$ cat src/rtl/serial_adder.sv
// Bit-serial adder/subtractor: one full-adder cell and a carry flop, one bit per cycle, LSB first.
// Define SERIAL_ADDER_OVF_EN to add the registered signed-overflow output ovf.
module serial_adder #(
  parameter int unsigned WIDTH = 8
) (
  input  logic             clk,
  input  logic             rst,
  input  logic             start,
  input  logic             sub,
  input  logic [WIDTH-1:0] a,
  input  logic [WIDTH-1:0] b,
  input  logic             cin,
  output logic             busy,
  output logic             done,
  output logic [WIDTH-1:0] sum,
  output logic             cout
`ifdef SERIAL_ADDER_OVF_EN
  ,
  output logic             ovf
`endif
);

  localparam int unsigned CntW = (WIDTH > 1) ? $clog2(WIDTH) : 1;
  localparam logic [CntW-1:0] LastBit = CntW'(WIDTH - 1);

  typedef enum logic [1:0] {StIdle, StRun, StDone} state_e;

  state_e            state_q, state_d;
  logic [CntW-1:0]   cnt_q, cnt_d;
  logic              carry_q, carry_d;
  logic [WIDTH-1:0]  a_q, a_d;
  logic [WIDTH-1:0]  b_q, b_d;
  logic [WIDTH-1:0]  sum_q, sum_d;
  logic              cout_q, cout_d;
  logic              bit_s, bit_c;
  logic [WIDTH-1:0]  shift_in;
`ifdef SERIAL_ADDER_OVF_EN
  logic              ovf_q, ovf_d;
`endif

  assign bit_s = a_q[0] ^ b_q[0] ^ carry_q;
  assign bit_c = (a_q[0] & b_q[0]) | (carry_q & (a_q[0] ^ b_q[0]));

  // The A register doubles as the sum shift register: sum bits enter at the MSB as A bits leave.
  if (WIDTH > 1) begin : g_wide
    assign shift_in = {bit_s, a_q[WIDTH-1:1]};
  end else begin : g_one
    assign shift_in = bit_s;
  end

  always_comb begin
    state_d = state_q;
    cnt_d   = cnt_q;
    carry_d = carry_q;
    a_d     = a_q;
    b_d     = b_q;
    sum_d   = sum_q;
    cout_d  = cout_q;
`ifdef SERIAL_ADDER_OVF_EN
    ovf_d   = ovf_q;
`endif
    unique case (state_q)
      StIdle: begin
        if (start) begin
          state_d = StRun;
          cnt_d   = '0;
          a_d     = a;
          b_d     = b ^ {WIDTH{sub}};
          carry_d = sub | cin;
        end
      end
      StRun: begin
        a_d     = shift_in;
        b_d     = b_q >> 1;
        carry_d = bit_c;
        cnt_d   = cnt_q + 1'b1;
        if (cnt_q == LastBit) begin
          state_d = StDone;
          cnt_d   = '0;
          sum_d   = shift_in;
          cout_d  = bit_c;
`ifdef SERIAL_ADDER_OVF_EN
          ovf_d   = carry_q ^ bit_c;
`endif
        end
      end
      StDone:  state_d = StIdle;
      default: state_d = StIdle;
    endcase
  end

  always_ff @(posedge clk) begin
    if (rst) begin
      state_q <= StIdle;
      cnt_q   <= '0;
      carry_q <= 1'b0;
      a_q     <= '0;
      b_q     <= '0;
      sum_q   <= '0;
      cout_q  <= 1'b0;
`ifdef SERIAL_ADDER_OVF_EN
      ovf_q   <= 1'b0;
`endif
    end else begin
      state_q <= state_d;
      cnt_q   <= cnt_d;
      carry_q <= carry_d;
      a_q     <= a_d;
      b_q     <= b_d;
      sum_q   <= sum_d;
      cout_q  <= cout_d;
`ifdef SERIAL_ADDER_OVF_EN
      ovf_q   <= ovf_d;
`endif
    end
  end

  assign busy = (state_q != StIdle);
  assign done = (state_q == StDone);
  assign sum  = sum_q;
  assign cout = cout_q;
`ifdef SERIAL_ADDER_OVF_EN
  assign ovf  = ovf_q;
`endif

endmodule

$ cat config.mk
export PLATFORM = sky130hd
export DESIGN_NAME = serial_adder
export DESIGN_NICKNAME = d
export VERILOG_FILES = /design/src/rtl/serial_adder.sv
export SDC_FILE = /design/constraint.sdc
export NUM_CORES = 1
export LEC_CHECK = 0
export BUFFER_PORTS_ARGS = -buffer_cell sky130_fd_sc_hd__buf_2
export CAP_MARGIN = 10
export CORE_MARGIN = 3
export CORE_UTILIZATION = 50
export DETAILED_ROUTE_END_ITERATION = 10
export PLACE_DENSITY_LB_ADDON = 0.3
export SETUP_SLACK_MARGIN = 0.02
export SLEW_MARGIN = 30
export SYNTH_ARGS = -nofsm -noshare
export SYNTH_HDL_FRONTEND = slang
export SYNTH_SLANG_ARGS = --single-unit
$ cat constraint.sdc
create_clock -name clk -period 3.9 [get_ports clk]
set_input_delay 0 -clock clk [delete_from_list [all_inputs] [get_ports clk]]
set_output_delay 0 -clock clk [all_outputs]
set_load 0.005 [all_outputs]
; Word level (Yosys, flattened, before mapping)
; Index checks and enable logic that the tools add are counted.
[op_classes]
muxes = 12
bitwise = 7
n_reduce_logical = 6
add_sub_neg = 1
eq_ne = 5
[ops]
columns = cell, n
row1 = one-hot mux 8 bit (2 select lines), 2
row2 = two-way mux 8 bit, 2
row3 = bitwise XOR 8 bit, 1
row4 = two-way mux 3 bit, 2
row5 = one-hot mux 3 bit (2 select lines), 1
row6 = AND reduction 2 bit, 3
row7 = two-way mux 2 bit, 2
row8 = "!= test 2 bit, second input constant", 2
row9 = one-hot mux 2 bit (2 select lines), 1
row10 = nonzero test 2 bit, 2
row11 = "adder 3 x 1 -> 3 bit, second input constant", 1
row12 = "== test 3 bit, second input constant", 1
row13 = AND 1 bit, 2
row14 = "== test 2 x 1 -> 1 bit, second input constant", 1
row15 = "== test 2 bit, second input constant", 1
row16 = logical NOT 2 bit, 1
row17 = bitwise OR 1 bit, 2
row18 = one-hot mux 1 bit (2 select lines), 1
row19 = bitwise XOR 1 bit, 2
row20 = two-way mux 1 bit, 1
[word_totals]
out_inout_bits = 11
ff_bits = 31
input_bits = 21
wordCells = 38

; Depth between registers and ports, before layout
[depth]
ltp_word = 4
ltp_mapped = 6
mapped_depth_nobuf = 5

; Least setup slack after synthesis
; Ideal clock, no wire load.
[synth_path]
kind = flip-flop to flip-flop
from = register cnt_q[0]
to = register sum_q[1] (netlist: sum[1])
n_path_buf = 1
t_arrival_ps = 1259
setup_ps = 128
setup_slack_ps = 2513
path_stages_with_launch = 7
period_less_slack_ps = 1387
cell_sequence = dfxtp_1 ha_1 ha_1 nand3b_1 buf_2 mux2i_1 nor2_1
[synth_between]
elab_chain_cells = 2
[synth_rtl]
columns = item, line_no
row1 = "start, declared", 29  ; logic [CntW-1:0] cnt_q, cnt_d;
row2 = "start signal, assigned", 106  ; cnt_q <= cnt_d;
row3 = == test 3 bit, 77  ; if (cnt_q == LastBit) begin
row4 = AND reduction 2 bit (no source line), n/a
row5 = "end signal, assigned", 110  ; sum_q <= sum_d;
row6 = "end, declared", 33  ; logic [WIDTH-1:0] sum_q, sum_d;
; Every way passes these cells.
; A chain may end at the register's enable or synchronous reset.

; Worst setup path in the final report
[layout_path]
from = register state_q[0]
to = register carry_q
[layout_between]
elab_chain_cells = 3
word_cells_on_any_way = 6
classes_between = eq/ne (2) / mux (1) / reduce/logical (3)
[layout_rtl]
columns = item, line_no
row1 = "start, declared", 28  ; state_e state_q, state_d;
row2 = "start signal, assigned", 94  ; state_q <= StIdle;
row3 = "start signal, assigned", 105  ; state_q <= state_d;
row4 = == test 2 x 1 -> 1 bit or logical NOT 2 bit (tied branches), 62  ; unique case (state_q)
row5 = nonzero test 2 bit (no source line) or != test 2 bit (tied branches), n/a
row6 = AND reduction 2 bit (no source line), n/a
row7 = "end signal, assigned", 107  ; carry_q <= carry_d;
row8 = "end, declared", 30  ; logic carry_q, carry_d;
; Parallel ways exist; a longest one is shown, timed or not.

==> results.sh <==
export IMPL_worstRegToRegCells=3
export IMPL_violations="hold timing"
export IMPL_min_path_cells=3
export IMPL_hold_class="in2reg"
export IMPL_ys_seq_area_share_pct=42.8
export IMPL_syn_area_sq_um=1450
export IMPL_gr_total_overflow=0
export IMPL_fillers=206
export IMPL_synth_top_area_share_pct=42.8
export IMPL_insertion_delay_ns=0.33
export IMPL_setup_viol=0
export IMPL_finalInstanceArea_sq_um=1730
export IMPL_synth_simple_area_share_pct=16.7
export IMPL_ys_top_cells_by_area="dfxtp_1 (43%), a22oi_1 (5.2%), nor2_1 (4.9%), xnor2_1 (4.8%), a21oi_1 (4.1%)"
export IMPL_row_count=18
export IMPL_outcome="finished, violations left"
export IMPL_antenna_found_initial=0
export IMPL_r2r_start="state_q[0]"
export IMPL_wl_met1_mm=1.48
export IMPL_internal_power_mw=0.531
export IMPL_power_leakage_nw=0.747
export IMPL_dp_hpwl_mm=2.11
export IMPL_tns_ns=0
export IMPL_io_buffers=31
export IMPL_gp_congestion=0.776
export IMPL_numCtsBuffers=5
export IMPL_wl_met2_mm=1.41
export IMPL_yosys_area_share_adder_pct=3.11
export IMPL_synth_edf_count=0
export IMPL_finish_utilization_pct=66.0
export IMPL_ys_ff_latch=31
export IMPL_clkTransAtPathRegs_ns=0.10
export IMPL_routed_wl_mm=3.16
export IMPL_relSlewSlack_pct=44.9
export IMPL_pwr_density_cell_nw_per_um2=407
export IMPL_dr_wl_met3_um=239
export IMPL_grt_max_degree=35
export IMPL_first_iter_violations=53
export IMPL_worstSetupPathType="reg2reg"
export IMPL_vias=1256
export IMPL_final_nets=212
export IMPL_period_needed_ns=1.87
export IMPL_post_cts_setup_buffers=0
export IMPL_fin_worst_skew_ns=0.00525
export IMPL_crit_required_ns=4.12
export IMPL_grt_pass1_wl_mm=5.15
export IMPL_p_sw_share_pct=24.4
export IMPL_fmax_ghz=0.533
export IMPL_async_flop_share_pct=0
export IMPL_area_growth_pct=19.1
export IMPL_r2r_slack_ns=2.03
export IMPL_routed_top_layer="met4"
export IMPL_post_route_drc_count=0
export IMPL_r2r_end="carry_q"
export IMPL_post_synth_top_area_cell="dfxtp_1"
export IMPL_fp_dieH_um=59.8
export IMPL_wire_per_inst_um=14.4
export IMPL_cts_htree_levels=2
export IMPL_gr_usage_all_layers_pct=19.5
export IMPL_synth_compound_area_share_pct=21.7
export IMPL_syn_inst=157
export IMPL_initial_core_util_pct=55.5
export IMPL_cts_root_buf="clkbuf_4"
export IMPL_pin_count=32
export IMPL_end_kind="register"
export IMPL_crit_path_start_kind="register"
export IMPL_routed_via_density=5.74
export IMPL_grt_setup_unrepaired="no"
export IMPL_hold_viol=1
export IMPL_p_switching_mw=0.171
export IMPL_power_frac_clock_pct=37.5
export IMPL_die_width_um=59.8
export IMPL_seq_power_share_pct=49.9
export IMPL_synth_nets=181
export IMPL_worst_pin_slew_ns=0.824
export IMPL_synth_top_family_by_area="compound AO/OA/AOI/OAI gates"
export IMPL_drive_gt1_share_pct=27.5
export IMPL_core_sq_um=2610
export IMPL_placed_cell_area_sq_um=1570
export IMPL_yosys_warnings=0
export IMPL_synth_xor_xnor_area_share_pct=4.84
export IMPL_finalMaxSlewViolations=0
export IMPL_whs_ns=-0.00109
export IMPL_avgSynthCellArea_sq_um=9.23
export IMPL_clock_path_buffers=2
export IMPL_dr_pass1_iters=4
export IMPL_die_area_sq_um=3580
export IMPL_ir_drop_mv=0.284
export IMPL_worstHoldStart="b[7]"
export IMPL_cp_max_fo=21
export IMPL_cap_violations=0
export IMPL_cts_sinks=31
export IMPL_ant_nets=0
export IMPL_cp_arrival_ns=2.09
export IMPL_pwr_share_comb_pct=12.5
export IMPL_cts_tree="yes"
export IMPL_period_share_pct=48.1
export IMPL_yosysMostFrequentCell="dfxtp_1"
export IMPL_yosys_most_used_dff="dfxtp_1"
export IMPL_ys_types=32
export IMPL_synth_top_cells_by_count="dfxtp_1 (31), nor2_1 (19), a21oi_1 (12)"
export IMPL_grt_pass1_vias=1089
export IMPL_synthMuxAreaShare_pct=4.15
export IMPL_hold_path_endpoint="b_q[7]"
export IMPL_diodes=0
## kinds of logic after synthesis
family,count (synthesis)
AOI/OAI and AO/OA,42
xor gates and xnor gates,8
adders and majority gates,3
buffers and inverters,20
DFF,31
muxes,6
and+or+nand+nor,47
## worst max-delay path: stages, from the launching register on
cell and delay [ns]:
dfxtp_1 0.76, nor2b_2 0.64, nor3_1 0.10, o41ai_1 0.28
## cell usage in the layout (no fill, tap or decap), drive strengths merged, types with 6 or more instances in the layout
master	instances
dfxtp	31
mux2i	6
dlygate4sd3	7
o22ai	7
xnor2	8
inv	6
clkbuf	6
nor2	19
a22oi	10
a21oi	12
buf	31
## registers in the layout (all words and copies together) (netlist names)
name and cells:
a_q 8, b_q 8, sum 8, cnt_q 3, state_q 2, carry_q 1, cout 1
## power by group through the flow
| stage | logic [mW] | registers [mW] | clock network [mW] |
|---|---|---|---|
| 6_report | 0.0879 | 0.351 | 0.264 |
| 5_1_grt | 0.0972 | 0.353 | 0.282 |
| 4_1_cts | 0.0868 | 0.350 | 0.265 |
| 3_5_place_dp | 0.0808 | 0.358 | 0 |
| 3_3_place_gp | 0.0780 | 0.357 | 0 |
| 2_1_floorplan | 0.0661 | 0.349 | 0 |
## worst max path at each step
stage / end / cells past startpoint / startpoint / slack, ns
after floorplan: sum[1] / 6 / cnt_q[0] / 2.51
after global placement: b_q[6] / 3 / state_q[0] / 1.99
after detailed placement: carry_q / 3 / state_q[0] / 1.83
after CTS: carry_q / 3 / state_q[0] / 1.80
after global routing: carry_q / 3 / state_q[0] / 1.84
final: carry_q / 3 / state_q[0] / 2.03
## layer usage
metal / up-vias / global-route usage (%)
met1: 586 / 28.4
li1: 620 / -
met5: - / 0
met2: 46 / 27.6
met3: 4 / 6.05
met4: 0 / 5.70
## final cells by class
cell class | count | area (sq um) | area share (%)
clock buffer | 6 | 51.3 | 2.97
clock inverter | 2 | 35.0 | 2.03
tap | 30 | 37.5 | 2.18
timing repair buffer | 38 | 225 | 13.1
sequential | 31 | 621 | 36.0
inverter | 6 | 22.5 | 1.31
multi-input combinational | 106 | 733 | 42.5
## timing repair
action                                 CTS  global route
hold buffers                             7             0
resized for setup                        0             0
endpoints found under the hold margin    7             0
## through the flow
step | hold slack [ns] | worst slack (ns) | cells | power, mW
finish | -0.00109 | 2.03 | 219 | 0.702
detailed placement | 0.298 | 1.83 | 204 | 0.438
floorplan | 0.160 | 2.51 | 157 | 0.416
global route | 0.0178 | 1.84 | 219 | 0.732
global placement | 0.262 | 1.99 | 204 | 0.435
CTS | 0.0126 | 1.80 | 219 | 0.702
(Power assumes the default switching activity.)
